===== src/rtl/lsu_pkg.sv =====
// lsu_pkg: funct3 encodings, FSM states, error codes and op legality helpers for the LSU.
package lsu_pkg;
    localparam logic [2:0] F3_LB  = 3'd0;
    localparam logic [2:0] F3_LH  = 3'd1;
    localparam logic [2:0] F3_LW  = 3'd2;
    localparam logic [2:0] F3_LD  = 3'd3;
    localparam logic [2:0] F3_LBU = 3'd4;
    localparam logic [2:0] F3_LHU = 3'd5;
    localparam logic [2:0] F3_LWU = 3'd6;
    localparam logic [2:0] F3_SB  = 3'd0;
    localparam logic [2:0] F3_SH  = 3'd1;
    localparam logic [2:0] F3_SW  = 3'd2;
    localparam logic [2:0] F3_SD  = 3'd3;

    localparam logic [2:0] S_IDLE = 3'd0;
    localparam logic [2:0] S_REQ  = 3'd1;
    localparam logic [2:0] S_WAIT = 3'd2;
    localparam logic [2:0] S_DONE = 3'd3;
    localparam logic [2:0] S_ERR  = 3'd4;

    localparam logic [1:0] E_MISALIGN = 2'b01;
    localparam logic [1:0] E_ILLEGAL  = 2'b10;
    localparam logic [1:0] E_TIMEOUT  = 2'b11;

    function automatic logic f3_illegal(input logic we, input logic [2:0] f, input logic x64);
        return we ? (x64 ? f > F3_SD : f > F3_SW)
                  : (x64 ? f == 3'd7 : (f == F3_LD || f[2:1] == 2'b11));
    endfunction

    // access size is 1 << f[1:0] bytes; the offset must be a multiple of it
    function automatic logic misaligned(input logic [2:0] f, input logic [2:0] a);
        return (a & ((3'd1 << f[1:0]) - 3'd1)) != 3'd0;
    endfunction
endpackage


===== src/rtl/lsu_lane_extractor.sv =====
// lsu_lane_extractor: load lane shift with sign/zero extension, store byte enables and lane replication.
module lsu_lane_extractor #(
    parameter int XLEN = 32
) (
    input  logic [2:0]                  funct3,
    input  logic [$clog2(XLEN/8)-1:0]   lane,
    input  logic [XLEN-1:0]             rdata,
    input  logic [XLEN-1:0]             wdata,
    output logic [XLEN-1:0]             ldata,
    output logic [XLEN/8-1:0]           be,
    output logic [XLEN-1:0]             wdata_rep
);
    localparam int BW = XLEN / 8;
    localparam int LW = $clog2(XLEN);

    logic [XLEN-1:0] sh, mask;
    logic [LW-1:0]   msb;
    logic [BW-1:0]   bem;
    logic            sgn;

    always_comb begin
        sh        = rdata >> {lane, 3'b000};
        mask      = funct3[1:0] == 2'd0 ? XLEN'('hFF) :
                    funct3[1:0] == 2'd1 ? XLEN'('hFFFF) :
                    funct3[1:0] == 2'd2 ? XLEN'(32'hFFFF_FFFF) : '1;
        msb       = LW'((8 << funct3[1:0]) - 1);
        sgn       = ~funct3[2] & sh[msb];
        ldata     = (sh & mask) | ({XLEN{sgn}} & ~mask);
        bem       = BW'(funct3[1:0] == 2'd0 ? 1 : funct3[1:0] == 2'd1 ? 3 :
                        funct3[1:0] == 2'd2 ? 'hF : 'hFF);
        be        = bem << lane;
        wdata_rep = '0;
        // byte i of the bus carries operand byte (i mod access size)
        for (int i = 0; i < BW; i++)
            wdata_rep[i*8 +: 8] = wdata[(i & ((1 << funct3[1:0]) - 1))*8 +: 8];
    end
endmodule


===== src/rtl/lsu_mem_handshake.sv =====
// lsu_mem_handshake: load/store unit driving a req/gnt/rvalid data-memory handshake and stalling the core.
module lsu_mem_handshake
    import lsu_pkg::*;
#(
    parameter int XLEN    = 32,
    parameter int ADDR_W  = 32,
    parameter int TIMEOUT = 16
) (
    input  logic              clk,
    input  logic              reset,
    input  logic              lsu_valid,
    input  logic              lsu_we,
    input  logic [2:0]        funct3,
    input  logic [ADDR_W-1:0] addr,
    input  logic [XLEN-1:0]   wdata,
    output logic              stall,
    output logic              done,
    output logic [XLEN-1:0]   load_data,
    output logic              err,
    output logic [1:0]        err_code,
    output logic              mem_req,
    output logic              mem_we,
    output logic [ADDR_W-1:0] mem_addr,
    output logic [XLEN/8-1:0] mem_be,
    output logic [XLEN-1:0]   mem_wdata,
    input  logic              mem_gnt,
    input  logic              mem_rvalid,
    input  logic [XLEN-1:0]   mem_rdata
);
    localparam int OFF = $clog2(XLEN / 8);
    localparam int CW  = $clog2(TIMEOUT + 1);

    logic [2:0]        state;
    logic              op_we;
    logic [2:0]        op_f3;
    logic [ADDR_W-1:0] op_addr;
    logic [XLEN-1:0]   op_wdata;
    logic [CW-1:0]     cnt;
    logic [XLEN-1:0]   ldata, wdata_rep;
    logic [XLEN/8-1:0] be;
    logic              ill, mis, capture;

    lsu_lane_extractor #(.XLEN(XLEN)) u_ext (
        .funct3    (op_f3),
        .lane      (op_addr[OFF-1:0]),
        .rdata     (mem_rdata),
        .wdata     (op_wdata),
        .ldata     (ldata),
        .be        (be),
        .wdata_rep (wdata_rep)
    );

    assign ill       = f3_illegal(lsu_we, funct3, XLEN == 64);
    assign mis       = misaligned(funct3, addr[2:0]);
    assign capture   = mem_rvalid & ((state == S_REQ & mem_gnt & ~op_we) | state == S_WAIT);
    assign stall     = state == S_IDLE ? lsu_valid : (state == S_REQ || state == S_WAIT);
    assign done      = state == S_DONE;
    assign err       = state == S_ERR;
    assign mem_req   = state == S_REQ;
    assign mem_we    = mem_req & op_we;
    assign mem_addr  = mem_req ? {op_addr[ADDR_W-1:OFF], {OFF{1'b0}}} : '0;
    assign mem_be    = mem_req ? be : '0;
    assign mem_wdata = mem_we ? wdata_rep : '0;

    always_ff @(posedge clk or posedge reset) begin
        if (reset) begin
            state     <= S_IDLE;
            op_we     <= 1'b0;
            op_f3     <= '0;
            op_addr   <= '0;
            op_wdata  <= '0;
            cnt       <= '0;
            load_data <= '0;
            err_code  <= '0;
        end else begin
            case (state)
                S_IDLE: if (lsu_valid) begin
                    op_we    <= lsu_we;
                    op_f3    <= funct3;
                    op_addr  <= addr;
                    op_wdata <= wdata;
                    state    <= (ill | mis) ? S_ERR : S_REQ;
                    if (ill | mis)
                        err_code <= ill ? E_ILLEGAL : E_MISALIGN;
                end
                S_REQ: if (mem_gnt) begin
                    state <= (op_we | mem_rvalid) ? S_DONE : S_WAIT;
                    cnt   <= '0;
                end
                S_WAIT: if (mem_rvalid)
                    state <= S_DONE;
                else if (cnt == CW'(TIMEOUT - 1)) begin
                    state    <= S_ERR;
                    err_code <= E_TIMEOUT;
                end else
                    cnt <= cnt + 1'b1;
                default: state <= S_IDLE;
            endcase
            if (capture)
                load_data <= ldata;
        end
    end
endmodule


===== config.mk =====
export PLATFORM = sky130hd
export DESIGN_NAME = lsu_mem_handshake
export DESIGN_NICKNAME = d
export VERILOG_FILES = /design/src/rtl/lsu_pkg.sv /design/src/rtl/lsu_lane_extractor.sv /design/src/rtl/lsu_mem_handshake.sv
export SDC_FILE = /design/constraint.sdc
export NUM_CORES = 1
export LEC_CHECK = 0
export ABC_AREA = 0
export CAP_MARGIN = 20
export CORE_MARGIN = 4
export CORE_UTILIZATION = 45
export DETAILED_ROUTE_END_ITERATION = 6
export PLACE_DENSITY = 0.81
export SYNTH_ARGS = -nofsm -noshare
export SYNTH_HDL_FRONTEND = slang
export SYNTH_SLANG_ARGS = --single-unit

===== constraint.sdc =====
create_clock -name clk -period 3.95 [get_ports clk]
set_input_delay 0.79 -clock clk [delete_from_list [all_inputs] [get_ports clk]]
set_output_delay 0.79 -clock clk [all_outputs]
set_load 0.05 [all_outputs]

; Word level (Yosys, flattened, before mapping)
; Cells that the tools add are included.
[word_totals]
inputBits = 105
reg_bits = 110
wordCells = 91
out_inout_bits = 107
[classes]
n_bitwise = 15
shifts = 8
magnitude_cmp = 2
n_eq_ne = 15
mux = 28
add_sub_neg = 4
n_reduce_logical = 11
[ops]
columns = cell, count
row1 = $mux 32, 4
row2 = $and 32x32->32, 2
row3 = $shiftx 32x6->8, 2
row4 = $not 32->32, 1
row5 = $or 32x32->32, 1
row6 = $shiftx 32x5->8, 1
row7 = $shr 32x5->32, 1
row8 = $mux 3, 5
row9 = $mux 5, 3
row10 = $mux 4, 3
row11 = $mux 2, 5
row12 = $pmux 5 s2, 1
row13 = $eq 3x2->1 const B, 3
row14 = $pmux 3 s3, 1
row15 = $lt 5x6->1 const B, 1
row16 = $ne 2x1->1 const B, 3
row17 = $ne 2x2->1 const B, 3
row18 = $add 5x1->5 const B, 1
row19 = $and 1x1->1, 5
row20 = $bmux 1 s5, 1
row21 = $eq 5x4->1 const B, 1
row22 = $reduce_and 5->1, 1
row23 = $shl 4x2->5 const A, 1
row24 = $sub 5x2->5 const B, 1
row25 = 24 further kinds, 32

; Longest topological paths before layout
[depth]
word_depth = 8
mapped_depth = 9
depth_no_buf = 7

; Hierarchy
; From an unflattened synthesis, not the netlist that was laid out.
[unflattened]
hier_cells = 535
hier_area_um2 = 6088.3
[modules_own_cells]
columns = mod, cells_each, seq_area_each_um2, area_per_inst_um2, instances
row1 = lsu_mem_handshake, 365, 2752.6, 4855.9, 1
row2 = lsu_lane_extractor, 170, 0.0, 1232.4, 1

; Least setup slack after synthesis
; Ideal clock, no wire load.
[synth_timing]
kind = reg2out
startpoint = register op_f3[1]
endpoint = output port mem_wdata[22]
stages_incl_launch_ff = 9
arrival_time_ns = 2.847
path_slack_ns = 0.313
n_path_buf = 3
required_ns = 3.160
cell_sequence = dfrtp_1 -> nor2_1 -> inv_1 -> buf_2 -> ha_1 -> buf_1 -> buf_2 -> mux2i_1 -> nor2_1
[synth_via]
elab_chain_len = 4
[synth_rtl]
columns = item, line
row1 = "start, declared", lsu_mem_handshake.sv:35  ; logic [2:0] op_f3;
row2 = "start signal, assigned", lsu_mem_handshake.sv:79  ; op_f3 <= funct3;
row3 = $shl 1x2->2, n/a
row4 = $sub 2x2->2, n/a
row5 = $shiftx 32x6->8, lsu_lane_extractor.sv:35  ; wdata_rep[i*8 +: 8] = wdata[(i & ((1 << funct3[1:0]) - 1))*8 +: 8];
row6 = $mux 32, lsu_mem_handshake.sv:63  ; assign mem_wdata = mem_we ? wdata_rep : '0;
row7 = "end, declared", lsu_mem_handshake.sv:25  ; output logic [XLEN-1:0] mem_wdata,
; No other way between the ends.

; Final worst setup path
[layout_timing]
startpoint = register state[0]
endpoint = output port mem_addr[7]
[layout_via]
elab_chain_len = 2
[layout_rtl]
columns = item, line
row1 = "start, declared", lsu_mem_handshake.sv:33  ; logic [2:0] state;
row2 = "start signal, assigned", lsu_mem_handshake.sv:82  ; state <= (ill | mis) ? S_ERR : S_REQ;
row3 = "start signal, assigned", lsu_mem_handshake.sv:87  ; state <= (op_we | mem_rvalid) ? S_DONE : S_WAIT;
row4 = $eq 3x1->1, lsu_mem_handshake.sv:59  ; assign mem_req = state == S_REQ;
row5 = $mux 32, lsu_mem_handshake.sv:61  ; assign mem_addr = mem_req ? {op_addr[ADDR_W-1:OFF], {OFF{1'b0}}} : '0;
row6 = "end, declared", lsu_mem_handshake.sv:23  ; output logic [ADDR_W-1:0] mem_addr,
; No other way between the ends.

==> impl_metrics.csv <==
group,metric,value,unit
routing,wirelength,16600,um
sta,setup_viol_count_final,0,
floorplanning,initial_core_util,0.458,
critical_path,cp.required,3.16,ns
routing,avgViaCountPerCell,5.43,
routing,drtIter0Drc,325,
routing,drc,0,
critical_path,r2r_slack,1.42,ns
final_layout,drive_above_1_share,0.200,
routing,route.met3.wl,1460,um
clocking,cts_buffers,9,
routing,firstDrtPassIters,6,
synthesis,synth-adder-area-share,0.00649,
floorplanning,fp.dieW,121,um
routing,postRouteAntennaNets,0,
floorplanning,die_y,121,um
global_route,grt_pass1_wl,26300,um
clocking,clk_latency,0.34,ns
global_route,grt_antenna_before_repair,0,
global_route,grt_max_degree,84,
power_and_ir_drop,p_total,7.44,mW
critical_path,critPathLaunch,"state[0]",
power_and_ir_drop,powerDensity,877,nW/um^2
critical_path,critical_path_class,"reg2out",
placed_design,dp_hpwl,12500,um
clocking,hold_buffers,0,
sta,timing.final.ws_setup,0.340,ns
synthesis,ys_seq_area_frac,0.476,
clocking,root_buffer,"clkbuf_16",
routing,top_layer,"met4",
critical_path,endpoint,"mem_addr[7]",
synthesis,synth_cells,546,
sta,finalMaxSlewViolations,0,
sta,finalClockSkew,0.00351,ns
clocking,htreeDepth,3,
min_path,hold_path.class,"reg2reg",
sta,finalCritPeriodShare,0.914,
final_layout,final_area,8480,um^2
synthesis,synth_area_leaders,"dfrtp_1 48%, mux2_2 15%, mux2i_1 5.7%",
final_layout,finalNetCount,849,
synthesis,synth_top_area_frac,0.476,
sta,min_period,3.61,ns
critical_path,cp-end-kind,"output pin",
sta,fin_tns_setup,0,ns
power_and_ir_drop,p_leak,3.50,nW
critical_path,crit_path_start_kind,"register",
placed_design,gp_congestion,0.864,
global_route,track_usage,0.224,
synthesis,synth_mux_area_frac,0.205,
critical_path,regToRegEndpoint,"load_data[30]",
global_route,grt_overflow,0,
run,max-cap-violations,0,
floorplanning,rows,41,
clocking,postCtsSetupBuffers,0,
floorplanning,ios,212,
global_route,grt_pass1_vias,5221,
critical_path,crit_fanout,33,
synthesis,ys_types,45,
sta,worst_slew_pin_slew,0.695,ns
synthesis,synth_warnings,0,
placed_design,placed_cells,900,
synthesis,synthSimpleGateAreaFrac,0.160,
critical_path,worst_r2r_path_depth,9,
final_layout,layout.cells.non_filler,918,
floorplanning,dieArea,14700,um^2
clocking,cts_tree,"yes",
clocking,cts_sinks,110,
clocking,cts-resized-gates,0,
synthesis,synth_top_family_by_area,"multiplexers",
placed_design,pre_cts_slack,0.702,ns
sta,relSlewSlack,0.524,
critical_path,rr_startpoint,"op_f3[1]",
final_layout,fillers,978,
sta,max_freq,0.277,GHz
synthesis,syn-cell-area,5780,um^2
routing,via_count,4985,
critical_path,arrival,2.82,ns
final_layout,antenna_cells,0,
power_and_ir_drop,ir_drop,422,uV
synthesis,synth-compound-area-share,0.116,
placed_design,port_buffers,209,
clocking,clockBufferDepth,2,
synthesis,yosys.area.top_type,"dfrtp_1",
routing,wl_per_cell,18.1,um
synthesis,synth-seq-cells,110,
sta,hold_viol_final,0,
status,status,"complete, no violations",
synthesis,avgSynthCellArea,10.6,um^2
clocking,clkTransAtPathRegs,0.07,ns
floorplanning,core_area,12600,um^2
final_layout,area_delta_synth_final,46.6,%
sta,rsz0062_at_grt,"no",
routing,wl_met1,6390,um
min_path,whs_path_depth,2,
routing,dr_wl_met2,8460,um
placed_design,placed_cell_area,8140,um^2
synthesis,synth_xor_area_frac,0,
-- synthesized netlist by cell type, drive strengths merged --
cell	n
dfrtp	110
mux2	76
nor2	69
and2	40
mux2i	33
a21oi	30
nand2	28
buf	24
a211oi	17
a31oi	16
clkbuf	15
nor2b	12
o21ai	12
o2bb2ai	8
a2111oi	7
inv	6
nor3	6
nand2b	5
a22oi	3
and3	3
ha	3
or3	3
or3b	3
nand3b	2
nor4	2
a21o	1
and2b	1
and4bb	1
conb	1
nand3	1
nor3b	1
nor4b	1
o211ai	1
o21a	1
o22ai	1
o31ai	1
o32a	1
or2	1
-- layout make-up --
class / instances / area [um^2] / area share
multi-input combinational: 392 / 2830 / 0.333
tap: 172 / 215 / 0.0254
inverter: 6 / 25.0 / 0.00295
clock inverter: 5 / 57.6 / 0.00679
timing repair buffer: 222 / 2350 / 0.277
clock buffer: 11 / 253 / 0.0298
sequential: 110 / 2750 / 0.325
-- cells by family (layout without fill, tap and decap cells) --
kind of cell | count (synthesis) | after routing
compound gates | 99 | 99
fa+ha+maj | 3 | 3
buf+inv | 45 | 244
flops | 110 | 110
mux | 109 | 109
other cells | 1 | 2
simple gates | 179 | 179
-- worst max-delay path, stage by stage (launching register included) --
cell and delay (ns):
dfrtp_1 0.55, and2b_2 0.27, nand2b_4 0.08, inv_1 0.53, and2_1 0.24, clkdlybuf4s50_1 0.80
-- cell usage in the layout, fill, tap and decap left out, types with 4 or more instances in the layout --
| cell | synthesis | layout |
|---|---|---|
| clkdlybuf4s50_1 | 0 | 181 |
| dfrtp_1 | 110 | 110 |
| mux2_2 | 76 | 76 |
| nor2_1 | 69 | 69 |
| and2_1 | 40 | 40 |
| mux2i_1 | 33 | 33 |
| a21oi_1 | 30 | 30 |
| nand2_1 | 28 | 28 |
| buf_4 | 5 | 23 |
| a211oi_1 | 17 | 17 |
| buf_12 | 0 | 17 |
| a31oi_1 | 16 | 16 |
| nor2b_1 | 12 | 12 |
| o21ai_0 | 9 | 9 |
| clkbuf_16 | 0 | 9 |
| o2bb2ai_1 | 8 | 8 |
| a2111oi_0 | 7 | 7 |
| nor3_1 | 5 | 5 |
| inv_1 | 6 | 5 |
| nand2b_1 | 4 | 4 |
-- sequential cells by signal, indices dropped and copies added (netlist names) --
name and flops:
load_data 32, op_addr 32, state 3, op_f3 3, op_wdata 32, cnt 5, op_we 1, err_code 2
-- stage by stage --
step	utilization	hold slack, ns
floorplan	-	0.449
global placement	0.645	0.460
detailed placement	0.645	0.484
CTS	0.669	0.500
global route	0.672	0.525
finish	0.672	0.495
-- power breakdown --
part | total (mW) | internal [mW] | switching, mW
combinational | 4.40 | 1.77 | 2.63
clock | 0.933 | 0.527 | 0.406
sequential | 2.11 | 1.69 | 0.419
-- layer usage --
metal	GRT usage	vias to the layer above
li1	-	2313
met1	0.265	2430
met2	0.399	219
met3	0.0606	23
met4	0.0672	0
met5	0	-
-- worst min-delay path by stage --
stage                          start         end  slack, ns
after floorplan               cnt[4]      cnt[4]       0.45
after global placement        cnt[4]      cnt[4]       0.46
after global routing      op_addr[9]  op_addr[9]       0.52
after CTS                     cnt[4]      cnt[4]       0.50
final                         cnt[4]      cnt[4]       0.50
after detailed placement      cnt[4]      cnt[4]       0.48
No activity file was read; power rests on OpenSTA's default activity.
